File: src/rtl/check_a2d_sar_nch_if.sv
`default_nettype none
// ============================================================================
// Module  : check_a2d_sar_nch_if
// Brief   : control handshake and DAC code bus of the SAR offset extractor
// Revision: 1.0 - initial release
// ============================================================================
interface check_a2d_sar_nch_if #(
  parameter int NCH    = 4,
  parameter int CODE_W = 8
);
  logic                    start;
  logic                    track_en;
  logic [NCH-1:0]          ch_en;
  logic [NCH-1:0]          comp_out;
  logic [NCH*CODE_W-1:0]   code;
  logic                    busy;
  logic                    done;
  logic                    code_valid;

  modport master (
    output start, track_en, ch_en, comp_out,
    input  code, busy, done, code_valid
  );

  modport slave (
    input  start, track_en, ch_en, comp_out,
    output code, busy, done, code_valid
  );
endinterface
`default_nettype wire

File: src/rtl/check_a2d_sar_nch.sv
`default_nettype none
// ============================================================================
// Module  : check_a2d_sar_nch
// Brief   : multi-channel SAR search of comparator offset, optional 1-LSB tracking
// Revision: 1.0 - initial release
// ============================================================================
module check_a2d_sar_nch #(
  parameter int             NCH     = 4,
  parameter int             CODE_W  = 8,
  parameter int             NSETTLE = 1,
  parameter int             MAJ_N   = 1,
  parameter logic [NCH-1:0] INVERT  = '0
) (
  input  logic               virclk,
  input  logic               rstn,
  check_a2d_sar_nch_if.slave bus
);

  localparam int c_CNT_MAX = (NSETTLE > MAJ_N) ? NSETTLE : MAJ_N;
  localparam int c_CNT_W   = (c_CNT_MAX > 1) ? $clog2(c_CNT_MAX) : 1;
  localparam int c_ONES_W  = $clog2(MAJ_N + 1);
  localparam int c_K_W     = $clog2(CODE_W);

  localparam logic [c_CNT_W-1:0]     c_SETTLE_LAST = c_CNT_W'(NSETTLE - 1);
  localparam logic [c_CNT_W-1:0]     c_SAMPLE_LAST = c_CNT_W'(MAJ_N - 1);
  localparam logic [c_ONES_W-1:0]    c_HALF        = c_ONES_W'(MAJ_N / 2);
  localparam logic [c_K_W-1:0]       c_K_LAST      = c_K_W'(CODE_W - 2);
  localparam logic [CODE_W:0]        c_STEP_ONE    = {{CODE_W{1'b0}}, 1'b1};
  localparam logic [CODE_W:0]        c_STEP_FIRST  = c_STEP_ONE << (CODE_W - 2);
  localparam logic signed [CODE_W:0] c_CODE_MAX    = $signed({2'b00, {(CODE_W-1){1'b1}}});
  localparam logic signed [CODE_W:0] c_CODE_MIN    = -c_CODE_MAX;

  typedef enum logic [2:0] {
    S_IDLE   = 3'd0,
    S_SETTLE = 3'd1,
    S_SAMPLE = 3'd2,
    S_UPDATE = 3'd3,
    S_DONE   = 3'd4
  } state_t;

  state_t             r_state;
  state_t             w_state_nxt;
  logic               w_busy;
  logic               w_done;
  logic [c_CNT_W-1:0] r_cnt;
  logic [c_K_W-1:0]   r_k;
  logic               r_track;
  logic               r_code_valid;
  logic [CODE_W:0]    w_step;

  always_ff @(posedge virclk or negedge rstn) begin
    if (!rstn) r_state <= S_IDLE;
    else       r_state <= w_state_nxt;
  end

  always_comb begin
    w_state_nxt = r_state;
    w_busy      = 1'b1;
    w_done      = 1'b0;
    case (r_state)
      S_IDLE: begin
        w_busy = 1'b0;
        if (bus.start) w_state_nxt = S_SETTLE;
      end
      S_SETTLE: if (r_cnt == c_SETTLE_LAST) w_state_nxt = S_SAMPLE;
      S_SAMPLE: if (r_cnt == c_SAMPLE_LAST) w_state_nxt = S_UPDATE;
      S_UPDATE: begin
        if (r_track)              w_state_nxt = bus.track_en ? S_SETTLE : S_IDLE;
        else if (r_k == c_K_LAST) w_state_nxt = S_DONE;
        else                      w_state_nxt = S_SETTLE;
      end
      S_DONE: begin
        w_done      = 1'b1;
        w_state_nxt = bus.track_en ? S_SETTLE : S_IDLE;
      end
      default: w_state_nxt = S_IDLE;
    endcase
  end

  // Dwell counter restarts on every state change, so it times both SETTLE and SAMPLE.
  always_ff @(posedge virclk or negedge rstn) begin
    if (!rstn)                                             r_cnt <= '0;
    else if (w_state_nxt != r_state)                       r_cnt <= '0;
    else if (r_state == S_SETTLE || r_state == S_SAMPLE)   r_cnt <= r_cnt + 1'b1;
  end

  always_ff @(posedge virclk or negedge rstn) begin
    if (!rstn) begin
      r_k          <= '0;
      r_track      <= 1'b0;
      r_code_valid <= 1'b0;
    end else begin
      case (r_state)
        S_IDLE: begin
          if (bus.start) begin
            r_k          <= '0;
            r_track      <= 1'b0;
            r_code_valid <= 1'b0;
          end
        end
        S_UPDATE: begin
          if (!r_track) begin
            r_k <= r_k + 1'b1;
            if (r_k == c_K_LAST) r_code_valid <= 1'b1;
          end
        end
        S_DONE:  r_track <= bus.track_en;
        default: ;
      endcase
    end
  end

  // Binary weight halves each search step; tracking always moves one LSB.
  assign w_step = r_track ? c_STEP_ONE : (c_STEP_FIRST >> r_k);

  for (genvar gi = 0; gi < NCH; gi++) begin : g_ch
    logic signed [CODE_W-1:0] r_code;
    logic [c_ONES_W-1:0]      r_ones;
    logic signed [CODE_W:0]   w_ext;
    logic signed [CODE_W:0]   w_sum;
    logic                     w_dir;
    logic signed [CODE_W-1:0] w_code_nxt;

    assign w_ext = {r_code[CODE_W-1], r_code};
    assign w_dir = (r_ones > c_HALF) ^ INVERT[gi];
    assign w_sum = w_dir ? (w_ext - $signed(w_step)) : (w_ext + $signed(w_step));

    // Clamp only bites in tracking; search sums never exceed full scale.
    always_comb begin
      w_code_nxt = w_sum[CODE_W-1:0];
      if (w_sum > c_CODE_MAX)      w_code_nxt = c_CODE_MAX[CODE_W-1:0];
      else if (w_sum < c_CODE_MIN) w_code_nxt = c_CODE_MIN[CODE_W-1:0];
      if (!bus.ch_en[gi])          w_code_nxt = '0;
    end

    always_ff @(posedge virclk or negedge rstn) begin
      if (!rstn) begin
        r_code <= '0;
        r_ones <= '0;
      end else begin
        case (r_state)
          S_IDLE:   if (bus.start) r_code <= '0;
          S_SETTLE: r_ones <= '0;
          S_SAMPLE: r_ones <= r_ones + c_ONES_W'(bus.comp_out[gi]);
          S_UPDATE: r_code <= w_code_nxt;
          default:  ;
        endcase
      end
    end

    assign bus.code[gi*CODE_W +: CODE_W] = r_code;
  end

  assign bus.busy       = w_busy;
  assign bus.done       = w_done;
  assign bus.code_valid = r_code_valid;

endmodule
`default_nettype wire

File: src/flat_wrapper.sv
// flat-port wrapper written by rule: the top's interface ports become plain ports
module check_a2d_sar_nch_flat 
#(
  parameter int             NCH     = 4,
  parameter int             CODE_W  = 8,
  parameter int             NSETTLE = 1,
  parameter int             MAJ_N   = 1,
  parameter logic [NCH-1:0] INVERT  = '0
)
  (virclk, rstn, bus_start, bus_track_en, bus_ch_en, bus_comp_out, bus_code, bus_busy, bus_done, bus_code_valid);
  check_a2d_sar_nch_if #(.NCH(NCH), .CODE_W(CODE_W)) bus_i ();
  input  logic virclk;
  input  logic rstn;
  input wire logic [$bits(bus_i.start)-1:0] bus_start;
  input wire logic [$bits(bus_i.track_en)-1:0] bus_track_en;
  input wire logic [$bits(bus_i.ch_en)-1:0] bus_ch_en;
  input wire logic [$bits(bus_i.comp_out)-1:0] bus_comp_out;
  output wire logic [$bits(bus_i.code)-1:0] bus_code;
  output wire logic [$bits(bus_i.busy)-1:0] bus_busy;
  output wire logic [$bits(bus_i.done)-1:0] bus_done;
  output wire logic [$bits(bus_i.code_valid)-1:0] bus_code_valid;
  assign bus_i.start = bus_start;
  assign bus_i.track_en = bus_track_en;
  assign bus_i.ch_en = bus_ch_en;
  assign bus_i.comp_out = bus_comp_out;
  assign bus_code = bus_i.code;
  assign bus_busy = bus_i.busy;
  assign bus_done = bus_i.done;
  assign bus_code_valid = bus_i.code_valid;
  check_a2d_sar_nch #(.NCH(NCH), .CODE_W(CODE_W), .NSETTLE(NSETTLE), .MAJ_N(MAJ_N), .INVERT(INVERT)) u_core (.virclk(virclk), .rstn(rstn), .bus(bus_i));
endmodule
File: config.mk
export PLATFORM = sky130hd
export DESIGN_NAME = check_a2d_sar_nch_flat
export DESIGN_NICKNAME = d
export VERILOG_FILES = /design/src/rtl/check_a2d_sar_nch_if.sv /design/src/rtl/check_a2d_sar_nch.sv /design/src/flat_wrapper.sv
export SDC_FILE = /design/constraint.sdc
export NUM_CORES = 1
export LEC_CHECK = 0
export ABC_AREA = 1
export BUFFER_PORTS_ARGS = -buffer_cell sky130_fd_sc_hd__buf_4
export CAP_MARGIN = 20
export CORE_UTILIZATION = 30
export DETAILED_ROUTE_END_ITERATION = 8
export SYNTH_ARGS = -nofsm -noshare
export SYNTH_HDL_FRONTEND = slang
export SYNTH_SLANG_ARGS = --single-unit
export TNS_END_PERCENT = 10
File: constraint.sdc
create_clock -name virclk -period 4.62 [get_ports virclk]
set_clock_uncertainty 0.15 [all_clocks]
set_input_delay 0.462 -clock virclk [delete_from_list [all_inputs] [get_ports virclk]]
set_output_delay 0.462 -clock virclk [all_outputs]
set_load 0.02 [all_outputs]
==> reports/qor.csv, run 1 <==
metric,value,unit
outcome,"finished, violations left",
failing checks,DRC,
Synth Area in Compound Gates,9.43,%
drt first pass iters,7,
IO Pins,47,
worst-margin pin slew,845,ps
largest area contributor in the netlist,dfrtp_1,
RSZ-0062 raised after global routing,false,
Critical Path Start Type,register,
initial core utilization,31.0,%
Clock Sink Count,45,
worst slack at placement,899,ps
Sum Neg Setup Slack,0,ps
largest family of logic cells by synthesized area,simple AND/OR/NAND/NOR gates,
period utilization,81.0,%
Vert. Die Dim,125,µm
WHS,19.3,ps
Post-Synth Adder-Cell Area,12.2,%
ranking of synthesized cells by area,"dfrtp_1 (25%), nand2_1 (19%), ha_1 (10%)",
fraction of layout instances using a drive strength above 1,13.2,%
worst min path class,in2async,
CP Cell Sequence,inv_1 > ha_1 > inv_1 > nor3_1 > inv_1 > ha_1 > inv_1 > xor2_1 > inv_1 > o21ai_0 > ha_1 > nand2_1 > nand2_1 > inv_1 > nand2_1 > or2_2 > a21oi_1 > nand3_1 > nand2_1 > nand2_4 > nand3b_1 > nand2_1,
CTS tree,done,
Remaining DRCs,6,
Yosys reg bits,45,
port bufs,46,
Syn Nets,736,
clock transition at the registers of the reported paths,70,ps
Post-synth EDFFs,0,
Netlist cell types,33,
Row Count,44,
largest net degree at the start of global routing,46,
Syn Area/Cell,6.66,µm²
pins over their slew limit,0,
TritonCTS Buffers,5,
post-synthesis mux area share,0,%
WP data arrival,3790,ps
Post CTS Setup Buffer Count,0,
sequential element share of the synthesized area,24.8,%
Nets,781,
CP Capture Type,register,
worst stage delay on the critical path,410,ps
P&R area growth vs syn,15.5,%
"leading cell type in the layout, fill and taps excluded",nand2_1,
vias in the first global route,4080,
"Worst Setup Slack, final",876,ps
Routed WL,11900,µm
routed vias/inst,4.68,
Yosys top cell area share,24.8,%
max frequency,267,MHz
hold bufs inserted after CTS,0,
DR vias,4270,
Tmin final,3740,ps
Synth Area in XOR/XNOR,1.74,%
clk buf depth,2,
die width,125,µm
die area,15600,µm²
Routed Antenna Nets,0,
first-pass GRT wire length,19800,µm
number of max-cap violations,0,
routability cong.,0.863,
most frequent CP cell,inv_1,
Final Hold Fails,0,
"reg-to-reg slack, setup",880,ps
initial antenna violation count,0,
Post-Synthesis Cells,682,
worst rel slew slack,43.4,%
post-CTS sizing,0,
total grt overflow,0,
WL/cell,13.1,µm
Synth Warn #,0,
Worst Path Required,4660,ps
DR iter-0 viols,231,
total core area,14600,µm²
CP max-delay cell,dfrtp_1,
simple logic cell fraction of the synthesized area,42.0,%
"Primary FF master, synth",dfrtp_1,
Worst-Skew Late Latency,300,ps
ant diodes,0,
hpwl dp,9510,µm
Util after Layout,35.8,%
maximum level of the CTS H-tree,2,
total global routing track utilization,16.1,%
Netlist Area Pre-Place,4540,µm²
most frequent cells in the layout,"nand2_1 (228), inv_1 (105), nand3_1 (64), buf_4 (46), dfrtp_1 (45)",
"Async S/R FF share, synth",100,%
critical path type,reg2reg,
final setup fails,0,
CP max FO,7,
clock root buffer,clkbuf_16,
## synthesized netlist by cell type (2+ instances only)
| master | count |
|---|---|
| o21ai_0 | 35 |
| clkinv_1 | 3 |
| nand3_2 | 5 |
| nand2_2 | 10 |
| fa_1 | 4 |
| nand4_1 | 11 |
| o22ai_1 | 2 |
| nand2_4 | 13 |
| a21oi_1 | 24 |
| ha_1 | 38 |
| dfrtp_1 | 45 |
| o21a_1 | 5 |
| nand3_4 | 6 |
| xor2_1 | 3 |
| nor2_1 | 30 |
| o21ai_1 | 6 |
| inv_1 | 105 |
| xnor2_1 | 6 |
| nand3_1 | 64 |
| inv_2 | 3 |
| nand2_1 | 228 |
| nor3_1 | 3 |
| o32ai_1 | 4 |
| clkbuf_1 | 8 |
| nand3b_1 | 13 |
## logic make-up (layout without fill, tap and decap cells)
| group | after synthesis | after routing |
|---|---|---|
| DFF | 45 | 45 |
| AOI/OAI and AO/OA | 78 | 78 |
| and+or+nand+nor | 389 | 389 |
| xor gates and xnor gates | 9 | 9 |
| adders and majority gates | 42 | 42 |
| buffers and inverters | 119 | 165 |
## registers in the layout, indices dropped and copies added, names as in the netlist
register	cells
u_core.g_ch.r_code	32
u_core.g_ch.r_ones	4
u_core.r_k	3
u_core.r_state	3
u_core.bus.code_valid	1
u_core.r_cnt	1
u_core.r_track	1
## final cells by class
class                      instances  area [µm²]
clock buffer                       7         153
clock inverter                     1        5.00
fill                            1582        9400
inverter                         111         417
multi-input combinational        518        2970
sequential                        45        1130
tap                              184         230
timing repair buffer              46         345
## critical path: cells and delay by family (launching register included)
family                   cells  cell delay, ps
AO/OA/AOI/OAI                2             400
buffers and inverters        6             600
XOR/XNOR                     1             160
AND/OR/NAND/NOR             10            1200
adder cells (fa/ha/maj)      3             730
flip-flops                   1             410
## path summary, 6_finish.rpt
check                                      start  depth (start not counted)                  endpoint
setup / recovery                   u_core.r_k[1]                         22  u_core.g_ch[0].r_code[6]
hold / removal                              rstn                          1  u_core.g_ch[3].r_code[3]
setup reg to reg                   u_core.r_k[1]                         22  u_core.g_ch[0].r_code[6]
hold reg to reg            u_core.bus.code_valid                          1     u_core.bus.code_valid
max in group asynchronous                   rstn                          1  u_core.g_ch[1].r_code[2]
min in group virclk                    bus_start                          2              u_core.r_cnt
## metrics by stage
stage,cell area [µm²],cells
after floorplan,4540,682
after global placement,5080,904
after detailed placement,5080,904
after CTS,5240,912
after global routing,5240,912
final,5240,912
## metal layers
layer	part of all wire [%]	global-route usage, %
met5	0	0
met4	1.7	5.31
met3	3.2	2.82
met2	47	27.5
met1	48	20.5
Power of run 1 is left out: the tool's default activity adds up to more than one toggle a clock period on the data nets, which glitch-free logic cannot reach.
==> inputs of run 2 (changes only) <==
Settings changed: ABC_AREA 1 to 0.
Clock period 4.62 ns to 3.5 ns, I/O delays scaled along.
==> run 2 against run 1 <==
Against the previous run:
- the flow finishes with violations (setup timing)
- critical path depth decreased by 7
- sequential share of layout area shrank 4.3 points
- wire length increased by 21%
- critical path type unchanged
==> reports/qor.csv, run 2 <==
metric,value,unit
routability cong.,0.946,
DR vias,4792,
most frequent cells in the layout,"buf_4 (142), nand2_1 (50), nor2_1 (43), dfrtp_1 (43), o21ai_0 (30)",
Yosys top cell area share,25.2,%
Clock Sink Count,45,
Top Registers,"u_core.g_ch.r_code (32), u_core.g_ch.r_ones (4)",
Worst Path Required,3530,ps
total global routing track utilization,19.2,%
total grt overflow,0,
Netlist cell types,69,
Row Count,44,
hold endpoint,u_core.r_cnt,
Syn Nets,604,
routed vias/inst,5.48,
die area,15400,µm²
Hold Path Stages,2,
worst-margin pin slew,806,ps
vias in the first global route,4783,
initial core utilization,30.8,%
"Worst Setup Slack, final",-65.1,ps
DR WL met2,7080,µm
Synth Warn #,0,
CP Capture Type,register,
ranking of synthesized cells by area,"dfrtp_1 (25%), ha_1 (11%), o21ai_0 (6.3%)",
Yosys reg bits,45,
RR Endpoint,u_core.g_ch[3].r_code[3],
Syn Area/Cell,8.13,µm²
WP data arrival,3600,ps
max frequency,280,MHz
maximum level of the CTS H-tree,2,
max layer used,met4,
hold path startpoint,bus_start,
top-count cell post-synth,o21ai_0,
largest net degree at the start of global routing,46,
period utilization,102,%
Sum Neg Setup Slack,-283,ps
Final Hold Fails,0,
clock transition at the registers of the reported paths,70,ps
Final Instance Area,6560,µm²
clk buf depth,2,
Post-synth EDFFs,0,
Remaining DRCs,0,
CTS tree,done,
outcome,"finished, violations left",
Top reg by flops,u_core.g_ch.r_code,
"leading cell type in the layout, fill and taps excluded",buf_4,
met3 WL,461,µm
"Async S/R FF share, synth",100,%
Tmin final,3570,ps
Commonest cells post-synth,"o21ai_0 (56), nand2_1 (52), nor2_1 (46)",
Worst-Skew Late Latency,300,ps
Critical Path Start Type,register,
drt first pass iters,5,
Largest register FFs,32,
"Primary FF master, synth",dfrtp_1,
die width,124,µm
CP max FO,9,
Nets,743,
ant diodes,0,
DR iter-0 viols,284,
P&R area growth vs syn,46.8,%
placed cell area,5710,µm²
RSZ-0062 raised after global routing,true,
worst rel slew slack,46.3,%
pins over their slew limit,0,
WL/cell,16.5,µm
Metal-1 WL,6490,µm
Post-Synthesis Cells,550,
"reg-to-reg slack, setup",-70,ps
failing checks,setup timing,
Netlist Area Pre-Place,4470,µm²
worst min path class,in2reg,
sequential element share of the synthesized area,25.2,%
TritonCTS Buffers,5,
Reg2Reg Depth,15,
total core area,14500,µm²
port bufs,46,
Routed WL,14400,µm
WHS,92.7,ps
IO Pins,47,
clock root buffer,clkbuf_16,
Routed Antenna Nets,0,
first-pass GRT wire length,23200,µm
Vert. Die Dim,124,µm
FF-to-FF Start,u_core.r_k[0],
hpwl dp,10300,µm
fraction of layout instances using a drive strength above 1,41.7,%
number of max-cap violations,0,
critical path type,reg2reg,
final setup fails,11,
largest area contributor in the netlist,dfrtp_1,
initial antenna violation count,0,
-- run 2: worst max-delay path: stages, from the launching register on --
cell and delay [ps]:
dfrtp_2 450, ha_2 200, ha_2 190, or3_1 330, a21oi_2 160, o21bai_2 130, buf_4 170, o21ai_2 120
buf_4 140, ha_4 220, nor3_2 170, nor2_1 100, o22ai_4 250, xnor2_4 130, o21a_1 230, a221o_1 300
-- run 2: worst max-delay path by stage --
stage	cells past startpoint	to	slack [ps]	start
after global routing	18	u_core.g_ch[2].r_code[2]	-230	u_core.r_k[1]
after detailed placement	13	u_core.g_ch[0].r_code[4]	-330	u_core.r_k[0]
after global placement	15	u_core.g_ch[3].r_code[0]	-220	u_core.r_k[0]
after floorplan	15	u_core.g_ch[1].r_code[6]	-20	u_core.r_k[1]
final	15	u_core.g_ch[3].r_code[3]	-70	u_core.r_k[0]
after CTS	18	u_core.g_ch[0].r_code[0]	-10	u_core.r_k[0]
-- run 2: layout make-up --
cell class	instances	area, µm²
Timing Repair Buffer	149	1130
Multi-Input combinational cell	458	3800
Clock buffer	7	153
Sequential cell	45	1130
Inverter	30	115
Tap cell	184	230
Fill cell	1410	7970
Clock inverter	1	5.00
-- run 2: metal layers --
metal | up-vias | GRT usage (%)
met2 | 106 | 33.0
li1 | 2316 | -
met3 | 24 | 2.06
met5 | - | 0
met1 | 2346 | 24.4
met4 | 0 | 8.04
-- run 2: through the flow --
stage | instances | util (%) | setup slack [ps]
floorplan | 550 | - | -22.9
global placement | 851 | 39.3 | -222
detailed placement | 851 | 39.3 | -327
CTS | 864 | 42.6 | -13.5
global route | 874 | 45.2 | -226
finish | 874 | 45.2 | -65.1
-- run 2: cell families after synthesis --
family / synth area share, %
buf+inv: 4.36
flops: 25.2
fa+ha+maj: 14.7
compound gates: 25.7
xor+xnor: 6.38
mux: 2.46
simple gates: 21.2
-- run 2: repair_timing --
action / CTS / global route
endpoints found under the hold margin: 45 / 0
buffers inserted: 2 / 8
gates resized for setup: 80 / 66
setup endpoints to repair: 30 / 30
hold buffers: 1 / 0
pin swaps: 34 / 39
cloned: 2 / 2
Power of run 2 is left out for the same reason.
